$ cat src/rtl/tvip_clock_enable_ctrl_if.sv
// Control/status bundle for the divided-clock controller.
// The master side (config/test logic) drives the requests and reads the status;
// the slave side (the controller) does the opposite.
interface tvip_clock_enable_ctrl_if #(
    parameter int COUNTER_WIDTH = 8
);
    logic                     i_start;
    logic                     i_stop;
    logic [COUNTER_WIDTH-1:0] i_half_period;
    logic                     i_period_update;
    logic                     o_clk_div;
    logic                     o_rise;
    logic                     o_fall;
    logic                     o_running;
    logic                     o_rst_n;
    logic                     o_error;

    modport master (
        output i_start, i_stop, i_half_period, i_period_update,
        input  o_clk_div, o_rise, o_fall, o_running, o_rst_n, o_error
    );

    modport slave (
        input  i_start, i_stop, i_half_period, i_period_update,
        output o_clk_div, o_rise, o_fall, o_running, o_rst_n, o_error
    );
endinterface

$ cat src/rtl/tvip_clock_enable_ctrl.sv
// Programmable clock divider with start/stop/period-change control and a
// sequenced downstream reset. All waveform changes happen only when the
// half-period down-counter expires, so the divided clock never glitches.
module tvip_clock_enable_ctrl #(
    parameter int COUNTER_WIDTH = 8,
    parameter int RESET_CYCLES  = 4
) (
    input logic                   i_clk,
    input logic                   i_rst_n,
    tvip_clock_enable_ctrl_if.slave bus
);
    typedef enum logic [1:0] {IDLE, RUN, DRAIN} state_e;

    localparam logic [3:0]               RC_MAX = 4'(RESET_CYCLES);
    localparam logic [COUNTER_WIDTH-1:0] ONE    = COUNTER_WIDTH'(1);

    state_e                   state_q, state_d;
    logic [COUNTER_WIDTH-1:0] cnt_q, cnt_d;
    logic [COUNTER_WIDTH-1:0] active_q, active_d;
    logic [COUNTER_WIDTH-1:0] pend_q, pend_d;
    logic                     pend_vld_q, pend_vld_d;
    logic [3:0]               rst_cnt_q, rst_cnt_d;
    logic                     clk_q, clk_d;
    logic                     rise_q, rise_d;
    logic                     fall_q, fall_d;
    logic                     rstn_q, rstn_d;
    logic                     err_q, err_d;
    logic                     boundary;

    assign boundary = (cnt_q == '0);

    // State and output registers; reset aborts any run with no drain.
    always_ff @(posedge i_clk or negedge i_rst_n) begin
        if (!i_rst_n) begin
            state_q    <= IDLE;
            cnt_q      <= '0;
            active_q   <= '0;
            pend_q     <= '0;
            pend_vld_q <= 1'b0;
            rst_cnt_q  <= '0;
            clk_q      <= 1'b0;
            rise_q     <= 1'b0;
            fall_q     <= 1'b0;
            rstn_q     <= 1'b0;
            err_q      <= 1'b0;
        end else begin
            state_q    <= state_d;
            cnt_q      <= cnt_d;
            active_q   <= active_d;
            pend_q     <= pend_d;
            pend_vld_q <= pend_vld_d;
            rst_cnt_q  <= rst_cnt_d;
            clk_q      <= clk_d;
            rise_q     <= rise_d;
            fall_q     <= fall_d;
            rstn_q     <= rstn_d;
            err_q      <= err_d;
        end
    end

    // Next-state: start/stop sequencing, half-period counting, pending period swap.
    always_comb begin
        state_d    = state_q;
        cnt_d      = cnt_q;
        active_d   = active_q;
        pend_d     = pend_q;
        pend_vld_d = pend_vld_q;
        rst_cnt_d  = rst_cnt_q;
        clk_d      = clk_q;
        rise_d     = 1'b0;
        fall_d     = 1'b0;
        err_d      = 1'b0;

        case (state_q)
            IDLE: begin
                // Stop has priority over start; update is ignored here.
                if (bus.i_start && !bus.i_stop) begin
                    if (bus.i_half_period == '0) begin
                        err_d = 1'b1;
                    end else begin
                        state_d   = RUN;
                        active_d  = bus.i_half_period;
                        cnt_d     = bus.i_half_period - ONE;
                        rst_cnt_d = '0;
                    end
                end
            end
            RUN, DRAIN: begin
                cnt_d = cnt_q - ONE;
                if (boundary) begin
                    if (state_q == DRAIN) begin
                        // Finish on a complete low phase; only fall if currently high.
                        if (clk_q) begin
                            clk_d  = 1'b0;
                            fall_d = 1'b1;
                        end
                        state_d    = IDLE;
                        cnt_d      = '0;
                        pend_vld_d = 1'b0;
                    end else begin
                        clk_d  = ~clk_q;
                        rise_d = ~clk_q;
                        fall_d = clk_q;
                        if (!clk_q && rst_cnt_q != RC_MAX)
                            rst_cnt_d = rst_cnt_q + 4'd1;
                        if (pend_vld_q) begin
                            cnt_d      = pend_q - ONE;
                            active_d   = pend_q;
                            pend_vld_d = 1'b0;
                        end else begin
                            cnt_d = active_q - ONE;
                        end
                    end
                end
                // Evaluated after the swap so a same-cycle update waits for the next boundary.
                if (bus.i_period_update) begin
                    if (bus.i_half_period == '0) begin
                        err_d = 1'b1;
                    end else if (state_d != IDLE) begin
                        pend_d     = bus.i_half_period;
                        pend_vld_d = 1'b1;
                    end
                end
                if (state_q == RUN && bus.i_stop)
                    state_d = DRAIN;
            end
            default: state_d = IDLE;
        endcase

        // Released one cycle after the last required rise; a fresh run starts from a cleared count.
        rstn_d = (state_q != IDLE) && (state_d != IDLE) && (rst_cnt_q == RC_MAX);
    end

    assign bus.o_clk_div = clk_q;
    assign bus.o_rise    = rise_q;
    assign bus.o_fall    = fall_q;
    assign bus.o_running = (state_q != IDLE);
    assign bus.o_rst_n   = rstn_q;
    assign bus.o_error   = err_q;
endmodule

$ cat src/flat_wrapper.sv
// flat-port wrapper written by rule: the top's interface ports become plain ports
module tvip_clock_enable_ctrl_flat 
#(
    parameter int COUNTER_WIDTH = 8,
    parameter int RESET_CYCLES  = 4
)
  (i_clk, i_rst_n, bus_i_start, bus_i_stop, bus_i_half_period, bus_i_period_update, bus_o_clk_div, bus_o_rise, bus_o_fall, bus_o_running, bus_o_rst_n, bus_o_error);
  tvip_clock_enable_ctrl_if #(.COUNTER_WIDTH(COUNTER_WIDTH)) bus_i ();
  input logic i_clk;
  input logic i_rst_n;
  input wire logic [$bits(bus_i.i_start)-1:0] bus_i_start;
  input wire logic [$bits(bus_i.i_stop)-1:0] bus_i_stop;
  input wire logic [$bits(bus_i.i_half_period)-1:0] bus_i_half_period;
  input wire logic [$bits(bus_i.i_period_update)-1:0] bus_i_period_update;
  output wire logic [$bits(bus_i.o_clk_div)-1:0] bus_o_clk_div;
  output wire logic [$bits(bus_i.o_rise)-1:0] bus_o_rise;
  output wire logic [$bits(bus_i.o_fall)-1:0] bus_o_fall;
  output wire logic [$bits(bus_i.o_running)-1:0] bus_o_running;
  output wire logic [$bits(bus_i.o_rst_n)-1:0] bus_o_rst_n;
  output wire logic [$bits(bus_i.o_error)-1:0] bus_o_error;
  assign bus_i.i_start = bus_i_start;
  assign bus_i.i_stop = bus_i_stop;
  assign bus_i.i_half_period = bus_i_half_period;
  assign bus_i.i_period_update = bus_i_period_update;
  assign bus_o_clk_div = bus_i.o_clk_div;
  assign bus_o_rise = bus_i.o_rise;
  assign bus_o_fall = bus_i.o_fall;
  assign bus_o_running = bus_i.o_running;
  assign bus_o_rst_n = bus_i.o_rst_n;
  assign bus_o_error = bus_i.o_error;
  tvip_clock_enable_ctrl #(.COUNTER_WIDTH(COUNTER_WIDTH), .RESET_CYCLES(RESET_CYCLES)) u_core (.i_clk(i_clk), .i_rst_n(i_rst_n), .bus(bus_i));
endmodule
$ cat config.mk
export PLATFORM = sky130hd
export DESIGN_NAME = tvip_clock_enable_ctrl_flat
export DESIGN_NICKNAME = d
export VERILOG_FILES = /design/src/rtl/tvip_clock_enable_ctrl_if.sv /design/src/rtl/tvip_clock_enable_ctrl.sv /design/src/flat_wrapper.sv
export SDC_FILE = /design/constraint.sdc
export NUM_CORES = 1
export LEC_CHECK = 0
export BUFFER_PORTS_ARGS = -buffer_cell sky130_fd_sc_hd__buf_2
export CAP_MARGIN = 20
export CORE_ASPECT_RATIO = 1.4
export CORE_MARGIN = 2
export CORE_UTILIZATION = 50
export CTS_BUF_LIST = sky130_fd_sc_hd__clkbuf_4 sky130_fd_sc_hd__clkbuf_8
export CTS_CLUSTER_SIZE = 20
export DETAILED_ROUTE_END_ITERATION = 6
export PLACE_DENSITY = 0.71
export SLEW_MARGIN = 20
export SYNTH_ARGS = -nofsm -noshare
export SYNTH_HDL_FRONTEND = slang
export SYNTH_SLANG_ARGS = --single-unit
export TNS_END_PERCENT = 100
$ cat constraint.sdc
create_clock -name i_clk -period 2.3 [get_ports i_clk]
set_input_delay 0.23 -clock i_clk [delete_from_list [all_inputs] [get_ports i_clk]]
set_output_delay 0.23 -clock i_clk [all_outputs]
set_load 0.005 [all_outputs]
=== After elaboration in Yosys (flattened, before gate mapping) ===
Cells that the tools add are included.

* Input bits: 13
* ROM bits: 0
* Output and inout port bits: 6
* Memory bits (writable): 0
* Memories kept: 0
* Latch bits: 0
* Flip-flop bits (word level): 36

* Div/mod/pow operators: 0
* Shift-type cells: 0
* Bitwise logic cells: 2
* Reductions and logical operators: 20
* Add/sub/neg operators: 5
* Equality and inequality tests: 10
* Multipliers: 0
* Multiplexer cells: 40
* Magnitude comparators: 0

{| class="wikitable"
|+ Operators with widths
! operator !! count
|-
| $mux W8 || 10
|-
| $pmux W8 S2 || 2
|-
| $sub A8 B1 Y8 const B || 4
|-
| $mux W4 || 5
|-
| $logic_not A8 Y1 || 2
|-
| $mux W1 || 14
|-
| $mux W2 || 6
|-
| $reduce_and A6 Y1 || 2
|-
| $ne A2 B1 Y1 const B || 4
|-
| $pmux W4 S2 || 1
|-
| $reduce_bool A2 Y1 || 4
|-
| $logic_and A1 B1 Y1 || 5
|-
| $add A4 B1 Y4 const B || 1
|-
| $eq A4 B3 Y1 const B || 1
|-
| $ne A2 B2 Y1 const B || 2
|-
| $ne A4 B3 Y1 const B || 1
|-
| $pmux W2 S2 || 1
|-
| $reduce_and A4 Y1 || 1
|-
| $reduce_and A3 Y1 || 1
|-
| $eq A2 B1 Y1 const B || 1
|-
| $eq A2 B2 Y1 const B || 1
|-
| $logic_not A1 Y1 || 2
|-
| $logic_not A2 Y1 || 1
|-
| $not A1 Y1 || 2
|-
| 3 further kinds || 3
|}

=== Depth between registers and ports, before layout ===
* Depth in word-level cells: 9
* Gate-level depth with buffers: 8

=== Least setup slack after synthesis ===
OpenSTA, ideal clock, no wires.

* Path type: reg-to-reg
* From: register u_core.cnt_q[0]
* To: register u_core.rst_cnt_q[3]
* Buffers on the path: 1
* Required time: 2.231 ns
* Cell stages (with the launch flop): 9
* Data arrival time: 2.227 ns
* Slack: 0.004 ns
* Cells stage by stage: dfrtp_1 > inv_1 > ha_1 > or3b_2 > buf_6 > nor4b_4 > nand4_1 > or4_1 > nand3_1

* Word-level cells in the longest chain between the ends: 3

{| class="wikitable"
|+ RTL lines
! item !! line !! RTL
|-
| start: declaration || tvip_clock_enable_ctrl.sv:18 || <nowiki>logic [COUNTER_WIDTH-1:0] cnt_q, cnt_d;</nowiki>
|-
| start signal: assignment || tvip_clock_enable_ctrl.sv:48 || <nowiki>cnt_q <= cnt_d;</nowiki>
|-
| $logic_not A8 Y1 || tvip_clock_enable_ctrl.sv:30 || <nowiki>assign boundary = (cnt_q == '0);</nowiki>
|-
| $ne A2 B1 Y1 (no source line) || n/a ||
|-
| $reduce_and A6 Y1 (no source line) || n/a ||
|-
| end signal: assignment || tvip_clock_enable_ctrl.sv:52 || <nowiki>rst_cnt_q <= rst_cnt_d;</nowiki>
|-
| end: declaration || tvip_clock_enable_ctrl.sv:22 || <nowiki>logic [3:0] rst_cnt_q, rst_cnt_d;</nowiki>
|}

No other way between the ends.
A chain may end at the register's enable or synchronous reset.

=== Final worst setup path ===
* From: register u_core.cnt_q[0]
* To: register u_core.pend_q[5]

* Word-level cells in the longest chain between the ends: 5

{| class="wikitable"
|+ RTL lines
! item !! line !! RTL
|-
| $logic_not A8 Y1 || tvip_clock_enable_ctrl.sv:30 ||
|-
| $mux W2 || tvip_clock_enable_ctrl.sv:90 || <nowiki>if (boundary) begin</nowiki>
|-
| $mux W2 || tvip_clock_enable_ctrl.sv:74 || <nowiki>case (state_q)</nowiki>
|-
| $reduce_bool A2 Y1 || tvip_clock_enable_ctrl.sv:119 || <nowiki>end else if (state_d != IDLE) begin</nowiki>
|-
| $reduce_and A4 Y1 (no source line) || n/a ||
|-
| end signal: assignment || tvip_clock_enable_ctrl.sv:50 || <nowiki>pend_q <= pend_d;</nowiki>
|-
| end: declaration || tvip_clock_enable_ctrl.sv:20 || <nowiki>logic [COUNTER_WIDTH-1:0] pend_q, pend_d;</nowiki>
|}

No other way between the ends. The select of a mux whose other input is x is not followed.

==> summary.md <==
| Metric | Value |
|---|---|
| Status | `completed` |
| Count of different cell masters after synthesis | `47` |
| Commonest non-fill, non-tap cell in the layout | `dfrtp_1` |
| Critical Path Max Stage Delay | `0.38 ns` |
| First-pass GRT wire length | `10000 microns` |
| Clock skew | `0.00751 ns` |
| CTS Hold Bufs | `0` |
| Detail Placement HPWL | `4410 microns` |
| P_leak | `1.33 nW` |
| Yosys warning count | `0` |
| Vias post-DR | `2112` |
| Antenna Nets Post-Route | `0` |
| Fin. max-slew vios | `0` |
| Placed insts | `353` |
| Avg Cell Area, Syn | `9.60 sq um` |
| Row cnt | `30` |
| Most frequent cells in the layout | `35 x dfrtp_1, 29 x buf_4, 23 x nand2_1` |
| Layout cell share with drive strength beyond 1 | `25.3%` |
| Min cycle time layout | `2.18 ns` |
| Yosys reg bits | `36` |
| Synthesized cell area | `2430 sq um` |
| H-Tree Depth | `2` |
| CTS tree | `done` |
| RSZ-0062 raised after global routing | `false` |
| Worst skew pair latency | `0.29 ns` |
| Crit-path cells | `inv_1, ha_1, nor3b_1, nand2_1, buf_4, a311o_1, buf_12, mux2_2` |
| Die height | `86.5 microns` |
| Clk Tree Root Cell | `clkbuf_8` |
| Boundary Pins | `19` |
| CP top delay family | `simple AND/OR/NAND/NOR gates` |
| Slew headroom | `47.1%` |
| Gr ovfl total | `0` |
| Nets | `320` |
| Final setup vio count | `0` |
| Crit path DAT | `2.35 ns` |
| Max FO, Critical Path | `9` |
| Worst-Margin Slew | `0.794 ns` |
| Gp weighted congestion | `0.914` |
| Syn nets | `277` |
| Synth Flop Type | `dfrtp_1` |
| Die area | `5440 sq um` |
| Number of global-route vias before repair | `2169` |
| Non-filler cells, final | `361` |
| Ys async rst share | `100%` |
| Dpl cell area | `2760 sq um` |
| Clock transition at the registers of the reported paths | `0.08 ns` |
| CTS max path bufs | `2` |
| DRT Pass-1 Iters | `4` |
| Post-Synthesis Cells | `253` |
| TNS Setup | `0 ns` |
| Pwr dens | `1390 nW/um^2` |
| Largest net degree at the start of global routing | `37` |
| Post-route DRC | `0` |
| Worst Setup End Kind | `flop` |
| Worst setup SP type | `flop` |
| Hold/Removal Path Class | `in -> async` |
| Final period utilization | `94.6%` |
| Sink Count | `36` |
| Max-cap violations | `0` |
| WS Path Type | `reg -> reg` |
| Core Region | `4770 sq um` |
| Vias per std cell | `5.85` |
| Peak Freq | `459 MHz` |
| Area growth syn-to-layout | `18.7%` |
| Starting Density | `50.9%` |
| N_diodes | `0` |
| Post-synthesis sequential area ratio | `37.1%` |
| Num CTS Buffers | `5` |
| Average wire per standard cell | `16.2 microns` |
| Die X | `62.9 microns` |
| Post-synth EDFFs | `0` |
| Total Routing Usage GR | `23.6%` |
| Bufs and invs on worst path | `3` |
| Design area | `2880 sq um` |
| Final Hold Viols | `0` |
| WP data required | `2.47 ns` |
| Final wirelength | `5860 microns` |
| Initial antenna violation count | `0` |
| VDD IR max | `819 uV` |
| Port Buffers | `18` |
| Post-layout util | `60.4%` |
| Initial DRC Count | `87` |
| CP max-delay cell | `dfrtp_1` |
## layout make-up
type	instances	area, sq um
clock buffer	6	76.3
clock inverter	2	35.0
fill	435	1890
inverter	13	48.8
multi-input combinational	192	1410
sequential	36	902
tap	64	80.1
timing repair buffer	48	328
## path summary, 6_finish.rpt
path | cells past startpoint | startpoint | slack (ns) | to
worst max register to register | 8 | u_core.cnt_q[0]$_DFFE_PN0P_ | 0.12 | u_core.pend_q[5]$_DFFE_PN0P_
max in group asynchronous | 1 | i_rst_n | 1.72 | u_core.pend_vld_q$_DFFE_PN0N_
worst min-delay path | 1 | i_rst_n | 0.03 | u_core.cnt_q[1]$_DFFE_PN0P_
worst max-delay path | 8 | u_core.cnt_q[0]$_DFFE_PN0P_ | 0.12 | u_core.pend_q[5]$_DFFE_PN0P_
min in group i_clk | 3 | bus_i_period_update | 0.26 | u_core.bus.o_error$_DFF_PN0_
worst min register to register | 2 | u_core.active_q[7]$_DFFE_PN0P_ | 0.53 | u_core.active_q[7]$_DFFE_PN0P_
## synth_stat cells, types with 3 or more instances
library cell,count,area [sq um]
dfrtp_1,36,901
nand2_1,23,86.3
nor2_1,19,71.3
mux2i_1,18,180
a21oi_1,14,70.1
inv_1,13,48.8
ha_1,11,138
mux2_2,10,113
nand3_1,9,45.0
nor3_1,7,35.0
o31ai_1,7,52.6
xnor2_1,7,61.3
a211oi_1,5,37.5
nor4_1,5,31.3
or4_1,5,37.5
xor2_1,5,43.8
buf_2,4,20.0
clkbuf_1,4,15.0
nor3b_1,4,30.0
or3_1,4,25.0
buf_6,3,33.8
o221ai_1,3,26.3
or3b_2,3,26.3
## flip-flops by register name, summed over array words and instances (netlist names)
name                  flops
u_core.cnt_q              8
u_core.bus.o_clk_div      1
u_core.bus.o_rst_n        1
u_core.state_q            2
u_core.pend_q             8
u_core.pend_vld_q         1
u_core.active_q           8
u_core.bus.o_error        1
u_core.rst_cnt_q          4
u_core.bus.o_fall         1
u_core.bus.o_rise         1
## cell families (layout without fill, tap and decap cells)
family	after synthesis	count (layout)	share of synthesized area, %
and+or+nand+nor	92	92	20.9
AOI/OAI and AO/OA	49	49	14.8
DFF	36	36	37.1
muxes	28	28	12.1
buffers and inverters	25	69	5.15
xor gates and xnor gates	12	12	4.33
adders and majority gates	11	11	5.67
## where the power goes
part / internal, W / switching, W / total (W)
Sequential: 0.000932 / 0.000283 / 0.00121
Clock: 0.000333 / 0.000224 / 0.000558
Combinational: 0.00107 / 0.00118 / 0.00225
Total: 0.00233 / 0.00169 / 0.00402
## metrics by stage
| stage | setup slack (ns) | hold WS, ns | total power (W) |
|---|---|---|---|
| 2_1_floorplan | 0.00353 | -0.0656 | 0.00277 |
| 3_3_place_gp | 0.110 | 0.369 | 0.00338 |
| 3_5_place_dp | 0.0571 | 0.371 | 0.00344 |
| 4_1_cts | 0.0452 | 0.0598 | 0.00401 |
| 5_1_grt | 0.00227 | 0.0978 | 0.00436 |
| 6_report | 0.123 | 0.0260 | 0.00402 |
## layer usage
layer,global-route usage [%],wire (microns),vias up
met2,43.0,3110,68
li1,-,-,1016
met1,28.0,2340,1013
met5,0,0,-
met4,9.90,163,0
met3,2.86,245,15
## what timing repair did
action,4_1_cts,5_1_grt
setup endpoints to repair,0,3
gates resized for setup,0,3
setup buffers,0,0
Note: power is estimated with default switching activity, not from simulation.
